===== src/rtl/led_pkg.sv =====
// Shared types for the LED pulser: per-channel mode encoding and channel FSM states.
package led_pkg;

    typedef enum logic [1:0] {
        LED_OFF     = 2'd0,
        LED_STRETCH = 2'd1,
        LED_BLINK   = 2'd2,
        LED_ON      = 2'd3
    } led_mode_e;

    typedef enum logic [1:0] {
        ST_IDLE      = 2'd0,
        ST_STRETCH   = 2'd1,
        ST_BLINK_ON  = 2'd2,
        ST_BLINK_OFF = 2'd3
    } led_state_e;

endpackage


===== src/rtl/led_channel.sv =====
// One LED channel: turns a trigger strobe into a stretched pulse or a blink burst.
//
// state        | meaning
// -------------+-----------------------------------------------------------
// ST_IDLE      | nothing running; led follows the static mode (ON=1, else 0)
// ST_STRETCH   | retriggerable pulse, cnt counts remaining ticks
// ST_BLINK_ON  | burst flash lit, cnt counts remaining on-ticks
// ST_BLINK_OFF | burst gap, cnt counts remaining off-ticks, flashes left
module led_channel
    import led_pkg::*;
#(
    parameter int CNT_W  = 8,
    parameter int HOLD   = 50,
    parameter int PERIOD = 10,
    parameter int BLINKS = 3
) (
    input  logic       clk,
    input  logic       rst_n,
    input  logic       i_tick,
    input  logic       i_trigger,
    input  logic [1:0] i_mode,
    output logic       o_led,
    output logic       o_busy
);

    localparam logic [CNT_W-1:0] C_HOLD   = CNT_W'(HOLD);
    localparam logic [CNT_W-1:0] C_PERIOD = CNT_W'(PERIOD);
    localparam logic [CNT_W-1:0] C_BLINKS = CNT_W'(BLINKS);
    localparam logic [CNT_W-1:0] C_ONE    = CNT_W'(1);

    led_state_e       r_state, w_state_nxt;
    led_mode_e        r_mode_q, w_mode;
    logic [CNT_W-1:0] r_cnt, w_cnt_nxt;
    logic [CNT_W-1:0] r_flashes, w_flashes_nxt;
    logic             r_led, r_busy;
    logic             w_led_nxt, w_busy_nxt;
    logic             w_mode_chg, w_cnt_last;

    assign w_mode     = led_mode_e'(i_mode);
    assign w_mode_chg = (w_mode != r_mode_q);
    assign w_cnt_last = (r_cnt == C_ONE);

    // State, counters, registered mode and registered outputs
    always_ff @(posedge clk or negedge rst_n) begin
        if (!rst_n) begin
            r_state   <= ST_IDLE;
            r_mode_q  <= LED_OFF;
            r_cnt     <= '0;
            r_flashes <= '0;
            r_led     <= 1'b0;
            r_busy    <= 1'b0;
        end else begin
            r_state   <= w_state_nxt;
            r_mode_q  <= w_mode;
            r_cnt     <= w_cnt_nxt;
            r_flashes <= w_flashes_nxt;
            r_led     <= w_led_nxt;
            r_busy    <= w_busy_nxt;
        end
    end

    // Next-state and counter update; a mode change swallows that cycle's trigger
    always_comb begin
        w_state_nxt   = r_state;
        w_cnt_nxt     = r_cnt;
        w_flashes_nxt = r_flashes;
        if (w_mode_chg) begin
            w_state_nxt   = ST_IDLE;
            w_cnt_nxt     = '0;
            w_flashes_nxt = '0;
        end else begin
            case (r_mode_q)
                LED_STRETCH: begin
                    if (i_trigger) begin
                        w_state_nxt = ST_STRETCH;
                        w_cnt_nxt   = C_HOLD;
                    end else if (r_state == ST_STRETCH && i_tick) begin
                        w_cnt_nxt = r_cnt - C_ONE;
                        if (w_cnt_last) begin
                            w_state_nxt = ST_IDLE;
                        end
                    end
                end
                LED_BLINK: begin
                    case (r_state)
                        ST_IDLE: begin
                            if (i_trigger) begin
                                w_state_nxt   = ST_BLINK_ON;
                                w_cnt_nxt     = C_PERIOD;
                                w_flashes_nxt = C_BLINKS;
                            end
                        end
                        ST_BLINK_ON: begin
                            if (i_tick) begin
                                if (w_cnt_last) begin
                                    w_state_nxt = ST_BLINK_OFF;
                                    w_cnt_nxt   = C_PERIOD;
                                end else begin
                                    w_cnt_nxt = r_cnt - C_ONE;
                                end
                            end
                        end
                        ST_BLINK_OFF: begin
                            if (i_tick) begin
                                if (!w_cnt_last) begin
                                    w_cnt_nxt = r_cnt - C_ONE;
                                end else if (r_flashes == C_ONE) begin
                                    w_state_nxt   = ST_IDLE;
                                    w_cnt_nxt     = '0;
                                    w_flashes_nxt = '0;
                                end else begin
                                    w_state_nxt   = ST_BLINK_ON;
                                    w_cnt_nxt     = C_PERIOD;
                                    w_flashes_nxt = r_flashes - C_ONE;
                                end
                            end
                        end
                        default: w_state_nxt = ST_IDLE;
                    endcase
                end
                default: w_state_nxt = ST_IDLE;
            endcase
        end
    end

    // Output decode from the next state so led/busy move on the same edge as the state
    always_comb begin
        w_led_nxt  = (w_state_nxt == ST_STRETCH) || (w_state_nxt == ST_BLINK_ON) ||
                     (w_mode == LED_ON);
        w_busy_nxt = (w_state_nxt != ST_IDLE);
    end

    assign o_led  = r_led;
    assign o_busy = r_busy;

endmodule


===== src/rtl/led_pulser.sv =====
// Multi-channel LED pulser: shared tick prescaler feeding CH independent channels.
module led_pulser
    import led_pkg::*;
#(
    parameter int CH       = 4,
    parameter int CNT_W    = 8,
    parameter int PRESCALE = 1,
    parameter int HOLD     = 50,
    parameter int PERIOD   = 10,
    parameter int BLINKS   = 3
) (
    input  logic            clk,
    input  logic            rst_n,
    input  logic [CH-1:0]   trigger,
    input  logic [2*CH-1:0] mode,
    output logic [CH-1:0]   led,
    output logic [CH-1:0]   busy
);

    localparam int             PRE_W    = (PRESCALE > 1) ? $clog2(PRESCALE) : 1;
    localparam logic [PRE_W-1:0] PRE_LAST = PRE_W'(PRESCALE - 1);

    logic [PRE_W-1:0] r_pre;
    logic             w_tick;

    assign w_tick = (r_pre == PRE_LAST);

    // Free-running prescaler; with PRESCALE=1 it sits at 0 and ticks every cycle
    always_ff @(posedge clk or negedge rst_n) begin
        if (!rst_n) begin
            r_pre <= '0;
        end else if (w_tick) begin
            r_pre <= '0;
        end else begin
            r_pre <= r_pre + PRE_W'(1);
        end
    end

    for (genvar g = 0; g < CH; g++) begin : g_ch
        led_channel #(
            .CNT_W  (CNT_W),
            .HOLD   (HOLD),
            .PERIOD (PERIOD),
            .BLINKS (BLINKS)
        ) u_ch (
            .clk       (clk),
            .rst_n     (rst_n),
            .i_tick    (w_tick),
            .i_trigger (trigger[g]),
            .i_mode    (mode[2*g+1:2*g]),
            .o_led     (led[g]),
            .o_busy    (busy[g])
        );
    end

endmodule


===== config.mk =====
export PLATFORM = sky130hd
export DESIGN_NAME = led_pulser
export DESIGN_NICKNAME = d
export VERILOG_FILES = /design/src/rtl/led_pkg.sv /design/src/rtl/led_channel.sv /design/src/rtl/led_pulser.sv
export SDC_FILE = /design/constraint.sdc
export NUM_CORES = 1
export LEC_CHECK = 0
export CAP_MARGIN = 20
export CORE_UTILIZATION = 55
export CTS_CLUSTER_SIZE = 40
export DETAILED_ROUTE_END_ITERATION = 8
export PLACE_DENSITY = 0.83
export SYNTH_ARGS = -nofsm -noshare
export SYNTH_HDL_FRONTEND = slang
export SYNTH_SLANG_ARGS = --single-unit

===== constraint.sdc =====
create_clock -name clk -period 3.49 [get_ports clk]
set_clock_uncertainty 0.15 [all_clocks]
set_input_delay 0.349 -clock clk [delete_from_list [all_inputs] [get_ports clk]]
set_output_delay 0.349 -clock clk [all_outputs]
set_load 0.02 [all_outputs]

Word level (Yosys, flattened, before mapping)
Index checks and enable logic that the tools add are counted.

Output and inout port bits: 8. Bits of input ports: 14. Flip-flop bits (word level): 89.

Reductions and logical operators: 40. Muxes and demuxes: 121. Bitwise logic cells: 1. Add/subtract/negate cells: 9. Equality and inequality tests: 76.

Operators by type and width (count): $mux W8 (56); $pmux W8 S2 (8); $pmux W8 S3 (4); $mux W2 (40); $eq A8 B1 Y1 const B (8); $sub A8 B1 Y8 const B (8); $ne A4 B3 Y1 const B (12); $eq A2 B2 Y1 const B (20); $eq A2 B1 Y1 const B (12); $ne A3 B2 Y1 const B (8); $pmux W2 S3 (4); $reduce_and A6 Y1 (4); $reduce_bool A3 Y1 (8); $ne A5 B3 Y1 const B (4); $reduce_and A5 Y1 (4); $mux W4 (4); $ne A4 B2 Y1 const B (4); $pmux W2 S2 (4); $reduce_bool A2 Y1 (8); $ne A3 B1 Y1 const B (4); $logic_not A2 Y1 (4); $logic_or A1 B1 Y1 (8); $ne A2 B2 Y1 (4); $logic_and A1 B1 Y1 (4); 3 further kinds (3).

Depth between registers and ports, before layout
Depth after elaboration: 10. Gate-level depth with buffers: 9.

By module
A second synthesis with hierarchy kept.

Cell total of the unflattened synthesis: 668. Area total of the unflattened synthesis: 5895.7 um2.

Modules (own cells, without submodules): led_channel at g_ch[2].u_ch ... (instances 2, area each 1483.9 um2, cells each 164); led_channel at g_ch[0].u_ch (instances 1, area each 1475.2 um2, cells each 169); led_channel at g_ch[1].u_ch (instances 1, area each 1448.9 um2, cells each 170); led_pulser (instances 1, area each 3.8 um2, cells each 1).

Least setup slack after synthesis
Ideal clock, no wire load.

Path kind: register to register. Start point: register g_ch[3].u_ch.r_cnt[1]. End point: register g_ch[3].u_ch.r_led. Path slack: 727 ps. Setup time: 118 ps. Data required time: 3222 ps. Arrival: 2495 ps. Stages on the path, launching flop included: 10. Buffers on the path: 0. Cells stage by stage: dfrtp_1 inv_1 ha_1 or3b_2 or2_4 a2111oi_4 a22oi_2 or3_1 ha_1 a21o_1.

Longest elaborated chain between the ends: 9.

RTL lines: start: declaration (line led_channel.sv:33) `logic [CNT_W-1:0] r_cnt, w_cnt_nxt;`; start signal: assignment (line led_channel.sv:55) `r_cnt <= w_cnt_nxt;`; $eq A8 B1 Y1 * (line led_channel.sv:41) `assign w_cnt_last = (r_cnt == C_ONE);`; $mux W2, on equally long branches (line led_channel.sv:105, led_channel.sv:95, led_channel.sv:79); $mux W2, on equally long branches (line led_channel.sv:104, led_channel.sv:94, led_channel.sv:77); $pmux W2 S3 / $mux W2 (equally long branches) (line led_channel.sv:85, led_channel.sv:74); $pmux W2 S2 * (line led_channel.sv:72) `case (r_mode_q)`; $mux W2 * (line led_channel.sv:67) `if (w_mode_chg) begin`; $eq A2 B1 Y1 / $eq A2 B2 Y1 (equally long branches) (line led_channel.sv:128) `w_led_nxt = (w_state_nxt == ST_STRETCH) || (w_state_nxt == ST_BLINK_ON) ||`; $logic_or A1 B1 Y1 * (2 in series) (line led_channel.sv:128); net g_ch[3].u_ch.w_led_nxt (line led_channel.sv:36) `logic w_led_nxt, w_busy_nxt;`; end signal: assignment (line led_channel.sv:57) `r_led <= w_led_nxt;`; end: declaration (line led_channel.sv:35) `logic r_led, r_busy;`.

The timed path passes the listed nets; every way through them passes the cells marked *. A chain may end at the register's enable or synchronous reset.

Worst setup path in the final report
Ends and elaborated chain as after synthesis.

==> metrics.yaml <==
clock_network:
  clock_path_buffers: 2
  numCtsBuffers: 9
  clock-sinks: 88
  cts_resized: 0
  root_buffer: "clkbuf_8"
  cts_tree: "done"
  clkTransAtPathRegs_ns: 0.09
  clkLatencyLatePin_ns: 0.36
  cts-htree-levels: 3
power_and_ir_drop:
  p_sw_share_pct: 31.8
  clkPwrFrac_pct: 28.5
  power.density_nw_per_um2: 341
  combPwrFrac_pct: 21.8
  max-vdd-ir-drop_v: 0.000304
  p_leak_nw: 2.90
  power_w: 0.00222
  p_sw_w: 0.000708
  internal-power_w: 0.00152
  p_seq_share_pct: 49.7
final_layout:
  diodes: 0
  final_cell_mix: "dfrtp_1 (88), nand2_1 (58), inv_1 (51)"
  drive_above_1_share_pct: 5.78
  areaGrowthSynthToFinish_pct: 8.23
  fin_util_pct: 62.3
  nNetsFinal: 763
  final_common_cell: "dfrtp_1"
setup_path:
  cp_slowest_stage_delay_ns: 0.52
  crit_type: "flip-flop to flip-flop"
  crit_path_max_fanout: 6
  cp_cell_sequence: "inv_1 > ha_1 > or3b_2 > or2_4 > a2111oi_4 > a22oi_2 > or3_1 > ha_1 > a21o_1"
  crit_top_cell: "ha_1"
  critPathCaptureType: "flip-flop"
  slowest_stage: "or3b_2"
  worstPathRequired_ns: 3.61
  start_kind: "flip-flop"
  cp.arrival_ns: 3.04
die:
  die_h_um: 107
  dieWidth_um: 107
  io_pins: 22
  die-area_um2: 11400
  rows: 37
  start_util_pct: 57.5
  fp.coreArea_um2: 10500
grt:
  grt_overflow: 0
  antenna_found_initial: 0
  grt_use_total_pct: 25.5
  grt_pass1_vias: 5283
  grt_max_degree: 64
  grt_pass1_wl_mm: 23.8
logic_synthesis:
  yosys-top-cells-area: "dfrtp_1 (37%), ha_1 (9.1%), nand2_1 (3.6%)"
  synth_top_cell_by_area: "dfrtp_1"
  synth-compound-area-share_pct: 21.0
  syn_area_um2: 6020
  synthSimpleGateAreaFrac_pct: 25.2
  syn_nets: 746
  synth.avg_cell_area_um2: 8.75
  seq_area_frac_synth_pct: 36.6
  synth-edff-count: 0
  synth_mux_area_share_pct: 1.04
  yosysWarningCount: 0
  synthArstFlopShare_pct: 100
  synth_top_family_by_area: "simple AND/OR/NAND/NOR gates"
  ys.flop_type: "dfrtp_1"
  synth_seq_cells: 88
  ys_types: 68
  synthXorXnorAreaFrac_pct: 1.89
  yosysTopAreaCellShare_pct: 36.6
  synth-adder-area-share_pct: 9.14
  syn_inst: 688
sta:
  setup_viol: 0
  rsz0062_at_grt: "no"
  fmax_mhz: 342
  period_share_pct: 83.8
  hold_violations: 0
  relSlewSlack_pct: 41.1
  holdWs_ns: 0.336
  worst_pin_slew_ns: 0.878
  min_period_ns: 2.92
  setup_tns_ns: 0
  report.final.slew_viol_count: 0
routing:
  drc: 0
  wl_mm: 13.4
  drt_iter0_drc: 404
  ant_nets: 0
  vias_per_cell: 6.36
  post_drt_wl_per_cell_um: 15.9
  vias: 5373
  drtPass1Iterations: 5
placed_design:
  port_buffers: 21
  dp_hpwl_mm: 9.87
  place_congestion: 0.936
worst_hold_path:
  hold_path_class: "flip-flop to flip-flop"
outcome:
  status: "completed"
job:
  cap_violations: 0
kinds of logic after synthesis:
family                     Yosys count
and+or+nand+nor                    276
DFF                                 88
AOI/OAI and AO/OA                  187
muxes                                6
xor gates and xnor gates            13
adders and majority gates           44
buffers and inverters               74
final timing paths:
check | from | end | slack, ns | depth (start not counted)
worst max-delay path | g_ch[3].u_ch.r_cnt[1] | g_ch[3].u_ch.o_led | 0.57 | 9
worst min-delay path | g_ch[3].u_ch.r_flashes[4] | g_ch[3].u_ch.r_flashes[4] | 0.34 | 1
worst max register to register | g_ch[3].u_ch.r_cnt[1] | g_ch[3].u_ch.o_led | 0.57 | 9
worst min register to register | g_ch[3].u_ch.r_flashes[4] | g_ch[3].u_ch.r_flashes[4] | 0.34 | 1
max in group asynchronous | rst_n | g_ch[2].u_ch.r_cnt[1] | 2.02 | 3
min in group asynchronous | rst_n | g_ch[0].u_ch.r_state[1] | 0.45 | 2
cell type report:
class                           count  area (um^2)
Inverter                           51          191
Fill cell                         889         3950
Multi-Input combinational cell    526         3510
Clock inverter                      5         33.8
Clock buffer                       10          138
Tap cell                          136          170
Timing Repair Buffer               29          270
Sequential cell                    88         2200
worst max-delay path: cells and delay by family (launching register included):
family | cells | cell delay, ns
AOI/OAI and AO/OA | 3 | 0.63
adders and majority gates | 2 | 0.44
and+or+nand+nor | 3 | 1.12
buffers and inverters | 1 | 0.08
DFF | 1 | 0.40
state kept, by name, indices dropped and copies added, names as in the netlist:
register             cells
g_ch.u_ch.r_cnt         32
g_ch.u_ch.r_flashes     32
g_ch.u_ch.r_mode_q       8
g_ch.u_ch.r_state        8
g_ch.u_ch.o_busy         4
g_ch.u_ch.o_led          4
power by group through the flow:
stage	Clock [W]	Combinational (W)	Sequential, W
after detailed placement	0	0.000477	0.00112
after CTS	0.000661	0.000480	0.00110
final	0.000635	0.000485	0.00110
after global placement	0	0.000458	0.00112
after floorplan	0	0.000351	0.00111
after global routing	0.000694	0.000547	0.00111
through the flow:
| stage | worst slack (ns) | instances | area (um^2) |
|---|---|---|---|
| 2_1_floorplan | 0.727 | 688 | 6020 |
| 4_1_cts | 0.590 | 845 | 6520 |
| 6_report | 0.567 | 845 | 6520 |
| 3_3_place_gp | 0.656 | 829 | 6330 |
| 3_5_place_dp | 0.590 | 829 | 6330 |
| 5_1_grt | 0.398 | 845 | 6520 |
per-layer routing:
layer  routed length (um)  vias to the layer above  GRT usage, %  part of all wire, %
met1                 6050                     2609          33.9                   45
met4                  149                        0          6.95                  1.1
met2                 6530                      177          42.1                   49
met5                    0                        -             0                    0
li1                     -                     2572             -                    -
met3                  697                       15          5.65                  5.2
cell usage after synthesis (8+ instances only):
| cell | instances |
|---|---|
| dfrtp_1 | 88 |
| nand2_1 | 58 |
| inv_1 | 51 |
| nor2_1 | 48 |
| ha_1 | 44 |
| a21oi_1 | 39 |
| o21ai_0 | 39 |
| nor3_1 | 33 |
| nand3_1 | 21 |
| nor2b_1 | 16 |
| clkbuf_1 | 15 |
| a21o_1 | 13 |
| a31oi_1 | 13 |
| nor4_1 | 13 |
| a211oi_1 | 12 |
| nand2b_1 | 12 |
| o31ai_1 | 12 |
| or3_1 | 12 |
| xnor2_1 | 12 |
| nand4_1 | 10 |
| buf_4 | 8 |
timing repair:
action,in CTS,in global routing
buffers inserted,0,0
endpoints found under the hold margin,61,0
hold buffers,1,0
Power figures use the tool's default switching activity.
